===== src/rtl/adc_frame_pkg.sv =====
// Shared types and constants for the ADC frame synchroniser.
package adc_frame_pkg;

    // Delay FSM: waiting for a tick, or counting toward the capture strobe.
    typedef enum logic {
        IDLE  = 1'b0,
        COUNT = 1'b1
    } dly_state_t;

    // Output stage: holding no frame, or holding one not yet accepted downstream.
    typedef enum logic {
        EMPTY = 1'b0,
        FULL  = 1'b1
    } out_state_t;

    localparam int MAX_CH    = 16;
    localparam int DROP_W    = 16;
    localparam int SUM_GUARD = 4;
    localparam int DCNT_W    = 9;

endpackage


===== src/rtl/tick_delay.sv =====
// Delay FSM: converts each ADC data-ready tick into a one-cycle capture
// strobe DELAY cycles later. A tick while counting restarts the count and
// reports a retrigger; a tick on the strobe cycle keeps that strobe.
module tick_delay
    import adc_frame_pkg::*;
#(
    parameter int DELAY = 100
) (
    input  logic clk_i,
    input  logic reset_i,
    input  logic tick_i,
    output logic cap_o,
    output logic retrig_o
);

    localparam logic [DCNT_W-1:0] LAST = DCNT_W'(DELAY - 1);

    dly_state_t        state_q, state_d;
    logic [DCNT_W-1:0] dcnt_q, dcnt_d;
    logic              at_last;

    assign at_last = (state_q == COUNT) && (dcnt_q == LAST);

    // Next-state logic: count toward LAST, restart on any tick.
    always_comb begin
        // NOTE: every signal written here gets a default first, so no path leaves it unassigned and no latch is inferred.
        state_d  = state_q;
        dcnt_d   = dcnt_q;
        cap_o    = 1'b0;
        retrig_o = 1'b0;
        case (state_q)
            IDLE: begin
                if (tick_i) begin
                    state_d = COUNT;
                    dcnt_d  = '0;
                end
            end
            COUNT: begin
                if (at_last) begin
                    cap_o   = 1'b1;
                    state_d = IDLE;
                    dcnt_d  = '0;
                end else begin
                    dcnt_d = dcnt_q + DCNT_W'(1);
                end
                // A tick restarts the count; it only loses a frame when it
                // lands before the strobe rather than on it.
                if (tick_i) begin
                    state_d  = COUNT;
                    dcnt_d   = '0;
                    retrig_o = !at_last;
                end
            end
            default: begin
                state_d = IDLE;
                dcnt_d  = '0;
            end
        endcase
    end

    // State register with synchronous reset; reset drops any pending strobe.
    always_ff @(posedge clk_i) begin
        // NOTE: sequential state uses non-blocking assignments so every register samples pre-edge values.
        if (reset_i) begin
            state_q <= IDLE;
            dcnt_q  <= '0;
        end else begin
            state_q <= state_d;
            dcnt_q  <= dcnt_d;
        end
    end

endmodule


===== src/rtl/adc_frame_sync.sv =====
// ADC frame synchroniser: delays each tick, captures all channels into a
// one-deep valid/ready output stage, and counts captures and lost frames.
// Optional masked channel sum enabled by defining ADC_FRAME_SUM_EN.
module adc_frame_sync
    import adc_frame_pkg::*;
#(
    parameter int NUM_CH = 8,
    parameter int DATA_W = 24,
    parameter int DELAY  = 100,
    parameter int CNT_W  = 33
`ifdef ADC_FRAME_SUM_EN
    ,
    parameter logic [NUM_CH-1:0] SUM_MASK = {NUM_CH{1'b1}}
`endif
) (
    input  logic                       clk_i,
    input  logic                       reset_i,
    input  logic                       tick_i,
    input  logic [NUM_CH*DATA_W-1:0]   ch_i,
    input  logic                       ready_i,
    output logic [NUM_CH*DATA_W-1:0]   frame_o,
    output logic                       valid_o,
    output logic [CNT_W-1:0]           count_o,
    output logic [DROP_W-1:0]          drop_cnt_o,
    output logic                       overrun_o
`ifdef ADC_FRAME_SUM_EN
    ,
    output logic signed [DATA_W+SUM_GUARD-1:0] sum_o
`endif
);

    localparam int FRAME_W = NUM_CH * DATA_W;

    logic               cap;
    logic               retrig;
    logic               load;
    logic               lost;
    out_state_t         out_state_q, out_state_d;
    logic [FRAME_W-1:0] frame_q, frame_d;
    logic [CNT_W-1:0]   count_q, count_d;
    logic [DROP_W-1:0]  drop_q, drop_d;
    logic               overrun_q, overrun_d;

    tick_delay #(
        .DELAY(DELAY)
    ) u_tick_delay (
        .clk_i   (clk_i),
        .reset_i (reset_i),
        .tick_i  (tick_i),
        .cap_o   (cap),
        .retrig_o(retrig)
    );

    // Output stage: load on strobe when there is room (or room is being made
    // by a same-cycle handshake), otherwise keep the old frame and flag overrun.
    always_comb begin
        out_state_d = out_state_q;
        frame_d     = frame_q;
        count_d     = count_q;
        drop_d      = drop_q;
        overrun_d   = overrun_q;
        load        = 1'b0;
        lost        = 1'b0;
        case (out_state_q)
            EMPTY: begin
                if (cap) begin
                    load        = 1'b1;
                    out_state_d = FULL;
                end
            end
            FULL: begin
                if (cap && ready_i) begin
                    load = 1'b1;
                end else if (cap) begin
                    lost = 1'b1;
                end else if (ready_i) begin
                    out_state_d = EMPTY;
                end
            end
            default: out_state_d = EMPTY;
        endcase
        if (load) begin
            frame_d = ch_i;
            count_d = count_q + CNT_W'(1);
        end
        if (lost) begin
            overrun_d = 1'b1;
        end
        // Retrigger and lost capture are mutually exclusive (one needs the
        // strobe, the other excludes it), so a single saturating step suffices.
        if ((retrig || lost) && (drop_q != '1)) begin
            drop_d = drop_q + DROP_W'(1);
        end
    end

    // Output-stage registers with synchronous reset.
    always_ff @(posedge clk_i) begin
        if (reset_i) begin
            out_state_q <= EMPTY;
            // NOTE: the frame register is datapath, but it is reset because downstream may read frame_o as zero after reset.
            frame_q     <= '0;
            count_q     <= '0;
            drop_q      <= '0;
            overrun_q   <= 1'b0;
        end else begin
            out_state_q <= out_state_d;
            frame_q     <= frame_d;
            count_q     <= count_d;
            drop_q      <= drop_d;
            overrun_q   <= overrun_d;
        end
    end

    assign frame_o    = frame_q;
    assign valid_o    = (out_state_q == FULL);
    assign count_o    = count_q;
    assign drop_cnt_o = drop_q;
    assign overrun_o  = overrun_q;

`ifdef ADC_FRAME_SUM_EN
    localparam int SUM_W = DATA_W + SUM_GUARD;

    logic signed [SUM_W-1:0] sum_q, sum_d;

    // Masked sum of the incoming channels, sign-extended per channel; the
    // guard bits cover up to MAX_CH full-scale channels without overflow.
    always_comb begin
        sum_d = sum_q;
        if (load) begin
            sum_d = '0;
            for (int k = 0; k < NUM_CH; k++) begin
                if (SUM_MASK[k]) begin
                    sum_d = sum_d + SUM_W'($signed(ch_i[k*DATA_W +: DATA_W]));
                end
            end
        end
    end

    // Sum register, loaded on the same strobe as the frame.
    always_ff @(posedge clk_i) begin
        if (reset_i) begin
            sum_q <= '0;
        end else begin
            sum_q <= sum_d;
        end
    end

    assign sum_o = sum_q;
`endif

endmodule


===== config.mk =====
export PLATFORM = sky130hd
export DESIGN_NAME = adc_frame_sync
export DESIGN_NICKNAME = d
export VERILOG_FILES = /design/src/rtl/adc_frame_pkg.sv /design/src/rtl/tick_delay.sv /design/src/rtl/adc_frame_sync.sv
export SDC_FILE = /design/constraint.sdc
export NUM_CORES = 1
export LEC_CHECK = 0
export ABC_AREA = 1
export CAP_MARGIN = 10
export CORE_ASPECT_RATIO = 1.5
export CORE_MARGIN = 3
export CORE_UTILIZATION = 28
export DETAILED_ROUTE_END_ITERATION = 8
export PLACE_DENSITY = 0.65
export SLEW_MARGIN = 20
export SYNTH_ARGS = -nofsm -noshare
export SYNTH_HDL_FRONTEND = slang
export SYNTH_SLANG_ARGS = --single-unit

===== constraint.sdc =====
create_clock -name clk_i -period 4.65 [get_ports clk_i]
set_clock_uncertainty 0.05 [all_clocks]
set_input_delay 0.465 -clock clk_i [delete_from_list [all_inputs] [get_ports clk_i]]
set_output_delay 0.465 -clock clk_i [all_outputs]
set_load 0.02 [all_outputs]

==> qor.csv <==
metric,value,unit
startpoint_type,flop,
hold_depth,2,
avgRoutedWirePerCell,14.8,microns
fmax,380,MHz
dpl.cell_count,2282,
vias,10600,
met1_length,13.2,mm
via_per_inst,4.53,
async_flop_share,0,%
ff2ff_setup_slack,2020,ps
synthFlopType,dfxtp_1,
ys_seq_elements,253,
coreArea,0.0362,sq mm
finalSetupViolCount,0,
p_seq_share,44.3,%
drive_above_1_share,4.26,%
clkSlewWorstSetupHoldPaths,60,ps
worstPathArrival,3070,ps
port_buffers,438,
routed.top_layer,met4,
worstMarginPinSlew,871,ps
insertion_delay,550,ps
synth.area.top_cells,"dfxtp_1, nor2_1, o21ai_0",
rr_worst_depth,8,
dr_wl_met2,17.3,mm
antenna_found_initial,0,
required,5090,ps
n_fill_cell,3619,
htreeDepth,1,
cts_tree,built,
synth-edff-count,0,
grt_use_total,16.5,%
place_area,0.0149,sq mm
yosys_warnings,0,
hold_buffers,0,
hold_viol_final,0,
synth_top_area_cell,dfxtp_1,
syn2layout_area_growth,54.8,%
yosysSeqAreaShare,49.1,%
p_clk_share,51.1,%
grt_setup_unrepaired,false,
synth_fp_nets,1633,
clock_path_buffers,3,
dr.pass1.iters,5,
finalMaxSlewViolations,0,
wl_met3,2.90,mm
fin_crit,2630,ps
pwr-share-comb,4.6,%
cts_resized,0,
intPower,3890,uW
cts_sinks,253,
fin_ws,2020,ps
start_util,28.5,%
post_cts_buffers,0,
leakagePower,0.00629,uW
drc,0,
grt_pass1_vias,10300,
min_period_over_period,56.5,%
drv_cap,0,
r2r-end,frame_o[161],
fin_nets,2033,
syn_inst,1434,
drt_iter0_markers,600,
die_w,163,microns
status,finished clean,
p_per_area,307,mW/mm^2
ir_worst_vdd,305,uV
ys_types,33,
dp_hpwl,24.4,mm
dieArea,0.0392,sq mm
relSlewSlack,42.0,%
numCtsBuffers,28,
crit_fanout,60,
overflow,0,
avgSynthCellArea,7.20,sq um
synth_area,0.0103,sq mm
root_buffer,clkbuf_16,
ant_nets,0,
yosysTopAreaCellShare,49.1,%
utilization,44.2,%
whs_endpoint,overrun_o,
grt_pass1_wl,53.4,mm
gp_congestion,0.871,
postRouteWirelength,34.7,mm
p_sw_share,20.7,%
reg2reg_from,u_tick_delay.dcnt_q[0],
timing_worst_setup_path_type,reg -> reg,
ioPinCount,439,
die_y,241,microns
hp-class,reg -> reg,
grt_max_degree,107,
min_from,overrun_o,
endpoint_kind,flop,
stdcell_count,2335,
switchingPower,1010,uW
stdcell_area,0.0160,sq mm
rows,85,
pre_cts_ws,1750,ps
tns,0,ps
synth_stat cells (2+ instances only):
cell and number:
nand3b_1 6, clkinv_1 2, a21oi_2 2, o21ai_1 28, nor2_2 5, dfxtp_1 253
and3_1 2, xor2_1 11, inv_1 52, inv_2 4, buf_6 25, nand4_1 9
nand3_1 47, ha_1 3, nor2_1 502, xnor2_1 2, buf_2 4, buf_1 8
o21ai_0 177, nor3_1 6, nand2_1 200, clkbuf_1 33, a21oi_1 36, nor3_2 2
nand2_2 3, buf_4 5
how the worst max path moves through the flow:
stage                                      start       endpoint  slack [ps]  cells past startpoint
final                     u_tick_delay.dcnt_q[0]   frame_o[161]        2020                      8
after global routing      u_tick_delay.dcnt_q[0]   frame_o[178]        1750                      8
after CTS                 u_tick_delay.dcnt_q[0]   frame_o[161]        2030                      8
after detailed placement                 ready_i    frame_o[36]        1750                      7
after global placement                   ready_i    frame_o[83]        1780                      7
after floorplan                    drop_cnt_o[0]  drop_cnt_o[5]        2860                      8
metrics by stage:
stage | total power (uW) | hold WS (ps)
after floorplan | 2260 | 411
after global placement | 2450 | 387
after detailed placement | 2450 | 407
after CTS | 4990 | 399
after global routing | 5080 | 417
final | 4910 | 408
power groups by stage:
stage                     Clock (uW)  Sequential (uW)  Combinational (uW)
after floorplan                    0             2220                42.4
after global placement             0             2220                 228
after detailed placement           0             2220                 228
after CTS                       2580             2170                 229
after global routing            2660             2170                 243
final                           2510             2170                 228
cell type report:
type	count	area (sq um)	area share (%)
diodes	2	5.00	0.0313
clock buffers	38	818	5.12
clock inverters	13	243	1.52
inverters	58	220	1.38
multi-input cells	1048	4560	28.5
flip-flops and latches	253	5060	31.7
well taps	478	598	3.74
repair buffers	445	4470	28.0
state kept, by name, indices dropped and copies added (netlist names):
name,cells
count_o,33
drop_cnt_o,16
frame_o,192
overrun_o,1
u_tick_delay.dcnt_q,9
u_tick_delay.state_q,1
valid_o,1
routing by layer:
metal / global-route usage, % / vias up
li1: - / 5365
met1: 17.9 / 4785
met2: 29.7 / 367
met3: 5.22 / 63
met4: 6.57 / 0
met5: 0 / -
kinds of logic (layout without fill, tap and decap cells):
family / count (synthesis) / count (layout) / share of synthesized area [%]
buffers and inverters: 133 / 554 / 6.89
XOR/XNOR: 13 / 13 / 1.10
flip-flops: 253 / 253 / 49.1
AND/OR/NAND/NOR: 787 / 787 / 30.6
adder cells (fa/ha/maj): 3 / 3 / 0.364
AO/OA/AOI/OAI: 245 / 245 / 12.0
other: 0 / 2 / 0
worst max-delay path, stage by stage (launching register included):
cell,delay [ps]
dfxtp_1,360
ha_1,280
nand2_1,100
nor2_2,160
nand3_4,130
nor2_8,580
buf_4,540
o21ai_0,180
nor2_1,110
placed cells by master (no fill, tap or decap), drive strengths merged:
cell	n
a21oi	38
and3	2
buf	7
bufinv	6
clkbuf	38
clkdlybuf4s50	438
clkinv	5
clkinvlp	2
dfxtp	253
diode	2
ha	3
inv	58
nand2	203
nand3	48
nand3b	6
nand4	10
nor2	509
nor3	8
nor3b	1
o21ai	206
o21bai	1
xnor2	2
xor2	11
Power figures use the tool's default switching activity.
